## src/rtl/l2cache_pkg.sv

```systemverilog
// Shared types and width helpers for the L2 cache control slice.
package l2cache_pkg;

  typedef enum logic [2:0] {
    S_IDLE,
    S_LOOKUP,
    S_OPER,
    S_CHK_DIRTY,
    S_WB,
    S_REFILL_REQ,
    S_REFILL_WAIT,
    S_REFILL_WRITE
  } state_t;

  function automatic int calc_way_w(input int w);
    return $clog2(w);
  endfunction

  function automatic int calc_src_w(input int n);
    return (n > 1) ? $clog2(n) : 1;
  endfunction

endpackage

```

## src/rtl/l2cache_rr_arbiter.sv

```systemverilog
// Round-robin arbiter; pointer holds the last granted source.
module l2cache_rr_arbiter
  import l2cache_pkg::*;
#(
  parameter int n_src = 2,
  localparam int src_w = calc_src_w(n_src)
) (
  input  logic             clk,
  input  logic             rstn,
  input  logic [n_src-1:0] req,
  input  logic             en,
  output logic [n_src-1:0] gnt,
  output logic [src_w-1:0] idx
);

  logic [src_w-1:0] last;
  logic             found;

  // Search sources above the pointer first, then wrap to the bottom.
  always_comb begin
    found = 1'b0;
    idx   = '0;
    gnt   = '0;
    for (int j = 0; j < n_src; j++) begin
      if (!found && req[j] && (j > int'(last))) begin
        found = 1'b1;
        idx   = src_w'(j);
      end
    end
    for (int j = 0; j < n_src; j++) begin
      if (!found && req[j] && (j <= int'(last))) begin
        found = 1'b1;
        idx   = src_w'(j);
      end
    end
    for (int j = 0; j < n_src; j++) begin
      gnt[j] = found && (int'(idx) == j);
    end
  end

  always_ff @(posedge clk) begin
    if (!rstn) begin
      last <= src_w'(n_src - 1);
    end else if (en && found) begin
      last <= idx;
    end
  end

endmodule

```

## src/rtl/l2cache_ctrl_fsm.sv

```systemverilog
// Main L2 control FSM: arbitration, lookup, writeback, refill, cache-op.
module l2cache_ctrl_fsm
  import l2cache_pkg::*;
#(
  parameter int way = 4,
  parameter int n_src = 2,
  localparam int way_w = calc_way_w(way),
  localparam int src_w = calc_src_w(n_src)
) (
  input  logic             clk,
  input  logic             rstn,
  input  logic [n_src-1:0] req,
  input  logic [n_src-1:0] req_we,
  input  logic             opflag,
  output logic [n_src-1:0] addr_ok,
  output logic [n_src-1:0] data_ok,
  output logic             op_done,
  output logic             rbuf_we,
  output logic [src_w-1:0] cur_src,
  input  logic [way-1:0]   hit,
  input  logic [way_w-1:0] victim,
  input  logic             victim_dirty,
  output logic [way-1:0]   use_way,
  output logic [way-1:0]   data_we,
  output logic             data_replace,
  output logic [way_w-1:0] tagv_way_sel,
  output logic [way_w-1:0] dirty_way_sel,
  output logic [way_w-1:0] choose_way,
  output logic             dirty_set1,
  output logic             dirty_set0,
  output logic             choose_return,
  output logic             mem_req_r,
  output logic             mem_req_w,
  output logic             mem_rdy,
  input  logic             mem_addrok_r,
  input  logic             mem_addrok_w,
  input  logic             mem_dataok,
  output logic             busy
);

  state_t           state, nxt;
  logic             cur_we;
  logic [way_w-1:0] vw;
  logic [way_w-1:0] hidx;
  logic             hit_any;
  logic             arb_en;
  logic [n_src-1:0] gnt;
  logic [src_w-1:0] gidx;
  logic [n_src-1:0] src_oh;
  logic [way-1:0]   hit_oh;
  logic [way-1:0]   vw_oh;

  assign arb_en = (state == S_IDLE) && !opflag;

  l2cache_rr_arbiter #(.n_src(n_src)) u_arb (
    .clk  (clk),
    .rstn (rstn),
    .req  (req),
    .en   (arb_en),
    .gnt  (gnt),
    .idx  (gidx)
  );

  // Lowest set hit bit wins.
  always_comb begin
    hidx = '0;
    for (int i = way - 1; i >= 0; i--) begin
      if (hit[i]) hidx = way_w'(i);
    end
  end

  assign hit_any = |hit;
  assign hit_oh  = way'(1) << hidx;
  assign vw_oh   = way'(1) << vw;
  assign src_oh  = n_src'(1) << cur_src;
  assign busy    = (state != S_IDLE);

  always_ff @(posedge clk) begin
    if (!rstn) begin
      state   <= S_IDLE;
      cur_src <= '0;
      cur_we  <= 1'b0;
      vw      <= '0;
    end else begin
      state <= nxt;
      if (rbuf_we) begin
        cur_src <= gidx;
        cur_we  <= req_we[gidx];
      end
      if (state == S_LOOKUP && !hit_any) vw <= victim;
    end
  end

  always_comb begin
    nxt           = state;
    addr_ok       = '0;
    data_ok       = '0;
    op_done       = 1'b0;
    rbuf_we       = 1'b0;
    use_way       = '0;
    data_we       = '0;
    data_replace  = 1'b0;
    tagv_way_sel  = '0;
    dirty_way_sel = '0;
    choose_way    = '0;
    dirty_set1    = 1'b0;
    dirty_set0    = 1'b0;
    choose_return = 1'b0;
    mem_req_r     = 1'b0;
    mem_req_w     = 1'b0;
    mem_rdy       = 1'b0;
    unique case (state)
      S_IDLE: begin
        if (opflag) begin
          nxt = S_OPER;
        end else if (|req) begin
          addr_ok = gnt;
          rbuf_we = 1'b1;
          nxt     = S_LOOKUP;
        end
      end
      S_LOOKUP: begin
        if (hit_any) begin
          use_way    = hit_oh;
          choose_way = hidx;
          data_ok    = src_oh;
          if (cur_we) begin
            data_we       = hit_oh;
            dirty_way_sel = hidx;
            dirty_set1    = 1'b1;
          end
          nxt = S_IDLE;
        end else begin
          nxt = S_CHK_DIRTY;
        end
      end
      S_CHK_DIRTY: begin
        dirty_way_sel = vw;
        nxt = victim_dirty ? S_WB : S_REFILL_REQ;
      end
      S_WB: begin
        mem_req_w    = 1'b1;
        choose_way   = vw;
        tagv_way_sel = vw;
        if (mem_addrok_w) nxt = S_REFILL_REQ;
      end
      S_REFILL_REQ: begin
        mem_req_r = 1'b1;
        if (mem_addrok_r) nxt = S_REFILL_WAIT;
      end
      S_REFILL_WAIT: begin
        mem_rdy = 1'b1;
        if (mem_dataok) begin
          choose_return = 1'b1;
          data_replace  = 1'b1;
          data_we       = vw_oh;
          dirty_way_sel = vw;
          dirty_set0    = 1'b1;
          if (cur_we) begin
            nxt = S_REFILL_WRITE;
          end else begin
            use_way = vw_oh;
            data_ok = src_oh;
            nxt     = S_IDLE;
          end
        end
      end
      // Merge the pending store into the freshly refilled block.
      S_REFILL_WRITE: begin
        data_we       = vw_oh;
        use_way       = vw_oh;
        dirty_way_sel = vw;
        dirty_set1    = 1'b1;
        data_ok       = src_oh;
        nxt           = S_IDLE;
      end
      S_OPER: begin
        op_done = 1'b1;
        nxt     = S_IDLE;
      end
    endcase
  end

endmodule

```

## config.mk

```make
export PLATFORM = sky130hd
export DESIGN_NAME = l2cache_ctrl_fsm
export DESIGN_NICKNAME = d
export VERILOG_FILES = /design/src/rtl/l2cache_pkg.sv /design/src/rtl/l2cache_rr_arbiter.sv /design/src/rtl/l2cache_ctrl_fsm.sv
export SDC_FILE = /design/constraint.sdc
export NUM_CORES = 1
export LEC_CHECK = 0
export ABC_AREA = 1
export BUFFER_PORTS_ARGS = -buffer_cell sky130_fd_sc_hd__buf_2
export CORE_ASPECT_RATIO = 1.4
export CORE_MARGIN = 1.5
export CORE_UTILIZATION = 39
export DETAILED_ROUTE_END_ITERATION = 8
export HOLD_SLACK_MARGIN = 0.12
export PLACE_DENSITY = 0.75
export SLEW_MARGIN = 20
export SYNTH_ARGS = -nofsm -noshare
export SYNTH_HDL_FRONTEND = slang
export SYNTH_HIERARCHICAL = 1
export SYNTH_SLANG_ARGS = --single-unit
```

## constraint.sdc

```tcl
create_clock -name clk -period 1.2 [get_ports clk]
set_input_delay 0.24 -clock clk [delete_from_list [all_inputs] [get_ports clk]]
set_output_delay 0.24 -clock clk [all_outputs]
set_load 0.01 [all_outputs]
```

After elaboration in Yosys (flattened, before gate mapping)
Cells that the tools add are included.
- RAM bits: 0
- input port bits: 17
- logic and storage cells: 97
- bits in read-only memories: 0
- bits in registers: 8
- latch bits: 0
- memories kept: 0
- mux-type cells: 54
- shift-type cells: 3
- multiply operators: 0
- equal/unequal tests: 11
- div/mod/pow operators: 0
- magnitude comparators: 3
- reductions and logical operators: 20
- $add $sub $neg: 0
- bitwise gates (word level): 1
- operators by type and width (cell ; number):
    2-bit two-way mux ; 16
    4-bit two-way mux ; 6
    4-bit one-hot mux with 3 select lines ; 2
    3-bit one-hot mux with 7 select lines ; 1
    1-bit two-way mux ; 19
    3-bit two-way mux ; 6
    3-bit equality test, second input constant ; 4
    2-bit one-hot mux with 3 select lines ; 2
    1-bit logical AND ; 9
    1-bit by 2-bit left shift with 4-bit output, first input constant ; 2
    3-bit by 2-bit equality test with 1-bit output, second input constant ; 2
    2-bit inequality test, second input constant ; 3
    2-bit OR reduction ; 3
    1-bit zero test ; 4
    2-bit one-hot mux with 2 select lines ; 1
    4-bit AND reduction ; 1
    4-bit OR reduction ; 1
    3-bit by 1-bit equality test with 1-bit output, second input constant ; 1
    3-bit zero test ; 1
    3-bit by 2-bit inequality test with 1-bit output, second input constant ; 1
    3-bit nonzero test ; 1
    1-bit by 2-bit less-than comparator with 1-bit output, second input constant ; 1
    1-bit one-hot mux with 2 select lines ; 1
    1-bit by 1-bit left shift with 2-bit output, first input constant ; 1
    3 further kinds ; 3

Logic depth before layout (Yosys ltp)
Gate-level depths: netlist of the first run.
- depth after elaboration: 15
- gate-level depth with buffers: 10

By module
Netlist of the first run, hierarchy kept.
- modules (own cells, without submodules) (module ; cells an instance ; times used ; area each (um^2) ; sequential area each (um^2)):
    l2cache_ctrl_fsm ; 137 ; 1 ; 745.7 ; 140.1
    l2cache_rr_arbiter ; 10 ; 1 ; 68.8 ; 20.0

Worst setup path before layout of the first run
OpenSTA, ideal clock, no wires.
- path type: reg2out
- start: reg state[1]
- end: out data_replace
- stages on the path, launching flop included: 6
- required time: 0.960 ns
- buffers on the path: 1
- setup slack: -0.232 ns
- arrival time: 1.192 ns
- cell sequence: dfxtp_1 > nand2_2 > nor2_4 > inv_1 > nor2_1 > buf_4
- cells in the longest elaborated chain, start to end: 2
- ends and longest elaborated chain (element ; line ; text):
    start, declared ; l2cache_ctrl_fsm.sv:41 ; state_t state, nxt;
    start signal, assigned ; l2cache_ctrl_fsm.sv:85 ; state <= nxt;
    3-bit equality test ; -- ;
    1-bit two-way mux ; -- ;
    end, declared ; l2cache_ctrl_fsm.sv:25 ; output logic data_replace,
Every way passes these cells.

Worst setup path after layout of the first run
- start: reg state[2]
- end: out use_way[1]
- cells in the longest elaborated chain, start to end: 2
- elaborated cells between the ends (all ways): 4
- classes of those cells: eq/ne: 3; mux: 1
- ends and longest elaborated chain (element ; line ; text):
    3-bit equality test / 3-bit by 1-bit equality test with 1-bit output (equally long branches) ; l2cache_ctrl_fsm.sv:112 ; unique case (state)
    4-bit one-hot mux with 3 select lines (*) ; l2cache_ctrl_fsm.sv:112 ;
    end, declared ; l2cache_ctrl_fsm.sv:23 ; output logic [way-1:0] use_way,
Mark *: on every way between the ends. The rest lies on a longest branch, timed or not.

==> results of run 1 <==
[final cells by class]
class	instances	share of cell area
sequential	8	0.1047
tap	21	0.01604
multi-input combinational	108	0.4530
timing repair buffer	84	0.3461
clock buffer	3	0.01375
inverter	27	0.06646
[flip-flops by register name (all words and copies together) (netlist names)]
signal and count:
vw 2, state 3, cur_src 1, u_arb/last 1
cur_we 1
[stage by stage]
stage | setup slack, ns | instances | util
6_report | -0.4594 | 251 | 0.8301
2_1_floorplan | -0.09853 | 147 | -
5_1_grt | -0.5094 | 251 | 0.8301
3_3_place_gp | -0.2011 | 237 | 0.6829
4_1_cts | -0.4119 | 246 | 0.7546
3_5_place_dp | -0.2432 | 237 | 0.6829
[routing by layer]
layer,wire (um),vias to the layer above
li1,-,631
met1,1281,583
met2,1878,58
met3,173,11
met4,108,0
met5,0,-
[how the worst max path moves through the flow]
stage          cells past startpoint                to  slack [ns]
3_3_place_gp                       5        use_way[3]       -0.20
6_report                           5        use_way[1]       -0.46
2_1_floorplan                      7  dirty_way_sel[0]        -0.1
5_1_grt                            7        data_ok[0]       -0.51
4_1_cts                            8        use_way[0]       -0.41
3_5_place_dp                       7        data_we[2]       -0.24
[cell usage in the layout (no fill, tap or decap)]
cell type,n
buf_2,42
buf_4,31
nand2_1,25
inv_1,19
nor2_1,13
o21ai_2,11
buf_6,11
nor2_2,10
nor2_4,7
nand3_1,7
inv_2,6
nand3_2,6
dfxtp_1,5
nand2_4,4
nand2_2,4
o21ai_1,4
a21oi_1,4
clkbuf_4,3
dfxtp_4,3
a21oi_2,2
o21ai_4,1
inv_6,1
nand3_4,1
a21oi_4,1
o31ai_4,1
inv_4,1
o32ai_2,1
o22ai_2,1
nand4_1,1
mux2_2,1
and2_4,1
and2_2,1
o21ai_0,1
[logic make-up after synthesis]
kind of cell / count (synthesis)
simple gates: 80
buf+inv: 31
compound gates: 27
flops: 8
mux: 1
[power by group through the flow]
| stage | Sequential, mW | Combinational (mW) | Clock, mW |
|---|---|---|---|
| 6_report | 0.479 | 1.88 | 0.216 |
| 4_1_cts | 0.472 | 1.58 | 0.220 |
| 3_3_place_gp | 0.449 | 1.33 | 0 |
| 5_1_grt | 0.490 | 2.01 | 0.227 |
| 3_5_place_dp | 0.456 | 1.36 | 0 |
| 2_1_floorplan | 0.429 | 0.818 | 0 |
[repair_timing]
| item | in CTS | in global routing |
|---|---|---|
| setup buffers | 6 | 5 |
| pin swaps | 7 | 11 |
| setup endpoints to repair | 35 | 36 |
| resized for setup | 23 | 33 |
==> results.cfg, run 1 <==
[outcome]
status = complete, but fails checks
violations = negative setup slack

[sta]
setup_viol = 36
worst_slew_pin_slew_ns = 0.2749
fmax_mhz = 602.6
rsz0062_at_grt = yes
fin_skew_ns = 0.007908
finalHoldViolCount = 0
fin_tns_setup_ns = -11.40
min_period_ns = 1.659
max_slew_margin = 0.8167
hold_slack_ns = 0.2322
period_share = 1.383
slew_viol_final = 0
setup_slack_ns = -0.4594

[layout]
nets = 249
multi_input_area_sq_um = 742.0
final_layout_size_suffix_gt1_frac = 0.6565
n_fill_cell = 125
antenna_cells = 0
stdcell_area_sq_um = 1638
synthToLayoutAreaGrowth_pct = 101.1
ff_latch_area_sq_um = 171.4

[route]
routed_via_density = 5.112
drc = 0
drt_iter0_markers = 21
dr.pass1.iters = 4
drt-total-wl_um = 3440
detail-route-antenna-nets = 0
vias = 1283
wire_per_inst_um = 13.71

[worst_setup_path]
crit_type = flip-flop to output port
critPathBufInv = 1
r2r-start = state[1]
crit_start = state[2]
regToRegSetupSlack_ns = -0.22
ff2ff_path_depth = 11
r2r-end = state[0]
max_stage_delay_ns = 0.39
arrival_ns = 1.42
path_cells = nand2_4, a21oi_4, nand3_1, o22ai_2, buf_2
worstPathRequired_ns = 0.96
path_delay_family = flip-flops
cp-start-kind = flip-flop
cp-end-kind = output port
critPathMaxFanout = 5
worst_path_max_delay_cell = dfxtp_4

[logic_synthesis]
synth_mux_area_frac = 0.01382
synth_top_family_by_area = simple AND/OR/NAND/NOR gates
yosys_register_bits = 8
synthSimpleGateAreaFrac = 0.4439
synth-seq-area-share = 0.1966
yosys-top-cells-count = nand2_1, nor2_1, inv_1
synth_xor_area_frac = 0
synth-adder-area-share = 0
yosysMostFrequentCell = nand2_1
synth-compound-area-share = 0.1843
ys.flop_type = dfxtp_1
synth_edf_count = 0
postSynth.asyncResetShare = 0
synth_largest_area_cell = dfxtp_1
syn_nets = 164
synth_area_per_cell_sq_um = 5.541
synth_area_leaders = dfxtp_1, nand2_1, nor2_1
synth_top_area_share = 0.1966
yosysWarnings = 6
syn_inst = 147
synth_area_sq_um = 814.5
ys_types = 22

[pwr]
power.density_nw_per_um2 = 1570
switching_power_mw = 1.215
seq_power_share = 0.186
power_frac_clock = 0.084
pwr-share-comb = 0.730
peakVddDrop_v = 0.001111
switching_share = 0.4724
fin_total_pwr_mw = 2.571
p_int_mw = 1.356
p_leak_nw = 0.9054

[grt]
grt_use_total = 0.2453
grt_busiest_layer = met2
grt_max_degree = 8
grt_pass1_vias = 1212
use_met1 = 0.2466
grt_pass1_wl_um = 4712
met3_usage = 0.02532
gr-total-overflow = 0
antenna_found_initial = 0
gr-usage-met2 = 0.4844

[floorplan]
die_h_um = 57.08
die_w_um = 41.63
ioPinCount = 46
std_cell_rows = 19
dieArea_sq_um = 2376
initial_core_util = 0.4128
core_sq_um = 1973

[job]
maxCapViolCount = 0

[clocking]
hold_buffers = 0
clock_sinks = 8
clkTransAtPathRegs_ns = 0.06
cts.path.max_buffers = 2
cts_tree = built
numCtsBuffers = 3
clock_latency_ns = 0.27
root_buffer = clkbuf_4
cts_htree_levels = 1

[hold_path]
min_from = rstn
worstHoldPathType = input port to flip-flop
hold_depth = 2
worstHoldEndpoint = u_arb/last

[placement]
portBuffers = 45
place_area_sq_um = 1348
place_hpwl_um = 2265
place.gp.congestion = 0.8688
No activity file was read; power rests on OpenSTA's default activity.
==> run 2, diff against run 1 <==
--- a/config.mk
+++ b/config.mk
@@ -12,6 +12,7 @@
 export CORE_UTILIZATION = 39
 export DETAILED_ROUTE_END_ITERATION = 8
 export HOLD_SLACK_MARGIN = 0.12
+export MAX_ROUTING_LAYER = met4
 export PLACE_DENSITY = 0.75
 export SLEW_MARGIN = 20
 export SYNTH_ARGS = -nofsm -noshare
==> constraint.sdc (replaced) <==
create_clock -name clk -period 1.2 [get_ports clk]
set_input_delay 0.06 -clock clk [delete_from_list [all_inputs] [get_ports clk]]
set_output_delay 0.06 -clock clk [all_outputs]
set_load 0.01 [all_outputs]
==> run 2 against run 1 <==
The flow still finishes with violations (negative setup slack); cell count down 2.8%; critical endpoint is now use_way[3]; critical path depth grew 2; sequential cell count stayed put; global-route usage rose by 2.1 points; maximum frequency rose by 11%; die area unchanged; register-to-register slack better by 0.03 ns; sequential power rose by 6.5%; final area increased by 1.6%; power is 6.1% higher; count of clock-buffer cells in the layout did not move; wire length barely moved.
==> results.cfg, run 2 (synthesis results as in run 1) <==
[outcome]
status = complete, but fails checks
violations = negative setup slack

[pwr]
power_frac_clock = 0.076
seq_power_share = 0.187
switching_power_mw = 1.286
p_int_mw = 1.442
power.density_nw_per_um2 = 1639
pwr-share-comb = 0.737
peakVddDrop_v = 0.001147
p_leak_nw = 0.8983
switching_share = 0.4714

[sta]
finalHoldViolCount = 0
fmax_mhz = 666.7
setup_viol = 36
worst_slew_pin_slew_ns = 0.5383
period_share = 1.250
max_slew_margin = 0.6411
slew_viol_final = 0
setup_slack_ns = -0.3000
fin_skew_ns = 0.006222
min_period_ns = 1.500
rsz0062_at_grt = yes

[grt]
grt_pass1_wl_um = 4968
antenna_found_initial = 0
gr-total-overflow = 0
grt_pass1_vias = 1233
grt_use_total = 0.2667
grt_max_degree = 8

[floorplan]
core_sq_um = 1973
die_w_um = 41.63
initial_core_util = 0.4128
std_cell_rows = 19
ioPinCount = 46
dieArea_sq_um = 2376
die_h_um = 57.08

[route]
detail-route-antenna-nets = 0
drt_iter0_markers = 25
routed_via_density = 5.143
drt-total-wl_um = 3441
wire_per_inst_um = 14.10
dr.pass1.iters = 4
vias = 1255
drc = 0

[clocking]
clkTransAtPathRegs_ns = 0.06
cts.path.max_buffers = 2
cts_htree_levels = 1
cts_tree = built
clock_sinks = 8
root_buffer = clkbuf_4
numCtsBuffers = 3
clock_latency_ns = 0.26

[placement]
place_hpwl_um = 2010
post-place-cells = 222
place.gp.congestion = 0.9743
portBuffers = 45
place_area_sq_um = 1142

[worst_setup_path]
cp-end-kind = output port
cp-start-kind = flip-flop
critPathMaxFanout = 4
crit_type = flip-flop to output port
worstPathRequired_ns = 1.14
arrival_ns = 1.44

[job]
maxCapViolCount = 0

[layout]
largest_register = state
final_util = 0.8434
largestRegisters = state x3, vw x2
synthToLayoutAreaGrowth_pct = 104.3
final_cell_mix = buf_2, nand2_1, inv_1, buf_6, nor2_1
final_layout_size_suffix_gt1_frac = 0.6323
nets = 242
final_cells = 244
largest_reg_flops = 3
antenna_cells = 0
final_common_cell = buf_2
stdcell_area_sq_um = 1664
n_fill_cell = 120

[hold_path]
worstHoldPathType = input port to flip-flop
[run 2: cell count changes in the layout (fill, tap and decap cells not counted), sizes merged]
| cell | previous run | this run |
|---|---|---|
| buf | 84 | 74 |
| dlygate4sd3 | 0 | 3 |
[run 2: layout make-up]
type                            count  area, sq um  area share
Inverter                           27        111.4     0.06692
Sequential cell                     8        172.7      0.1038
Multi-Input combinational cell    108        772.0      0.4639
Timing Repair Buffer               77        559.3      0.3361
Tap cell                           21        26.28     0.01579
Clock buffer                        3        22.52     0.01353
[run 2: repair_timing]
item                                    CTS  global route
hold endpoints to repair                  8             0
buffers inserted                         13             8
hold buffers                              3             0
gates cloned                              0             0
resized for setup                        60            44
pin swaps                                17            25
endpoints found under the setup margin   35            36
[run 2: worst paths after layout]
kind	startpoint	end	slack, ns	cells past startpoint
max	state[2]	use_way[3]	-0.30	7
min	req[1]	u_arb/last	0.17	3
max reg2reg	state[1]	state[1]	-0.19	10
min reg2reg	u_arb/last	u_arb/last	0.48	2
[run 2: power groups by stage]
stage | clock network [mW] | logic [mW] | registers [mW]
after detailed placement | 0 | 1.09 | 0.465
after floorplan | 0 | 0.721 | 0.414
final | 0.208 | 2.01 | 0.510
after global placement | 0 | 1.06 | 0.460
after CTS | 0.213 | 1.62 | 0.485
after global routing | 0.223 | 2.15 | 0.519
[run 2: per-layer routing]
metal	GRT usage	vias to the layer above	wire length [um]
met3	0.02532	8	141
li1	-	613	-
met5	-	-	0
met1	0.2602	587	1244
met4	0.1014	0	86
met2	0.5246	47	1968
[run 2: through the flow]
step | worst slack [ns] | hold slack (ns) | TNS (ns) | total power [mW]
after global routing | -0.3386 | 0.1927 | -7.594 | 2.888
after floorplan | -0.01208 | 0.1441 | -0.01937 | 1.135
after detailed placement | -0.1388 | 0.3170 | -1.494 | 1.550
final | -0.3000 | 0.1678 | -5.790 | 2.728
after CTS | -0.2099 | 0.1599 | -4.044 | 2.319
after global placement | -0.1075 | 0.3109 | -0.8779 | 1.522
[run 2: worst max-delay path, stage by stage, from the launching register on]
cell,delay (ns)
dfxtp_4,0.37
nor2_4,0.17
nand2_4,0.11
buf_6,0.13
nand2_1,0.06
nand2_1,0.07
o21ai_1,0.13
buf_2,0.15
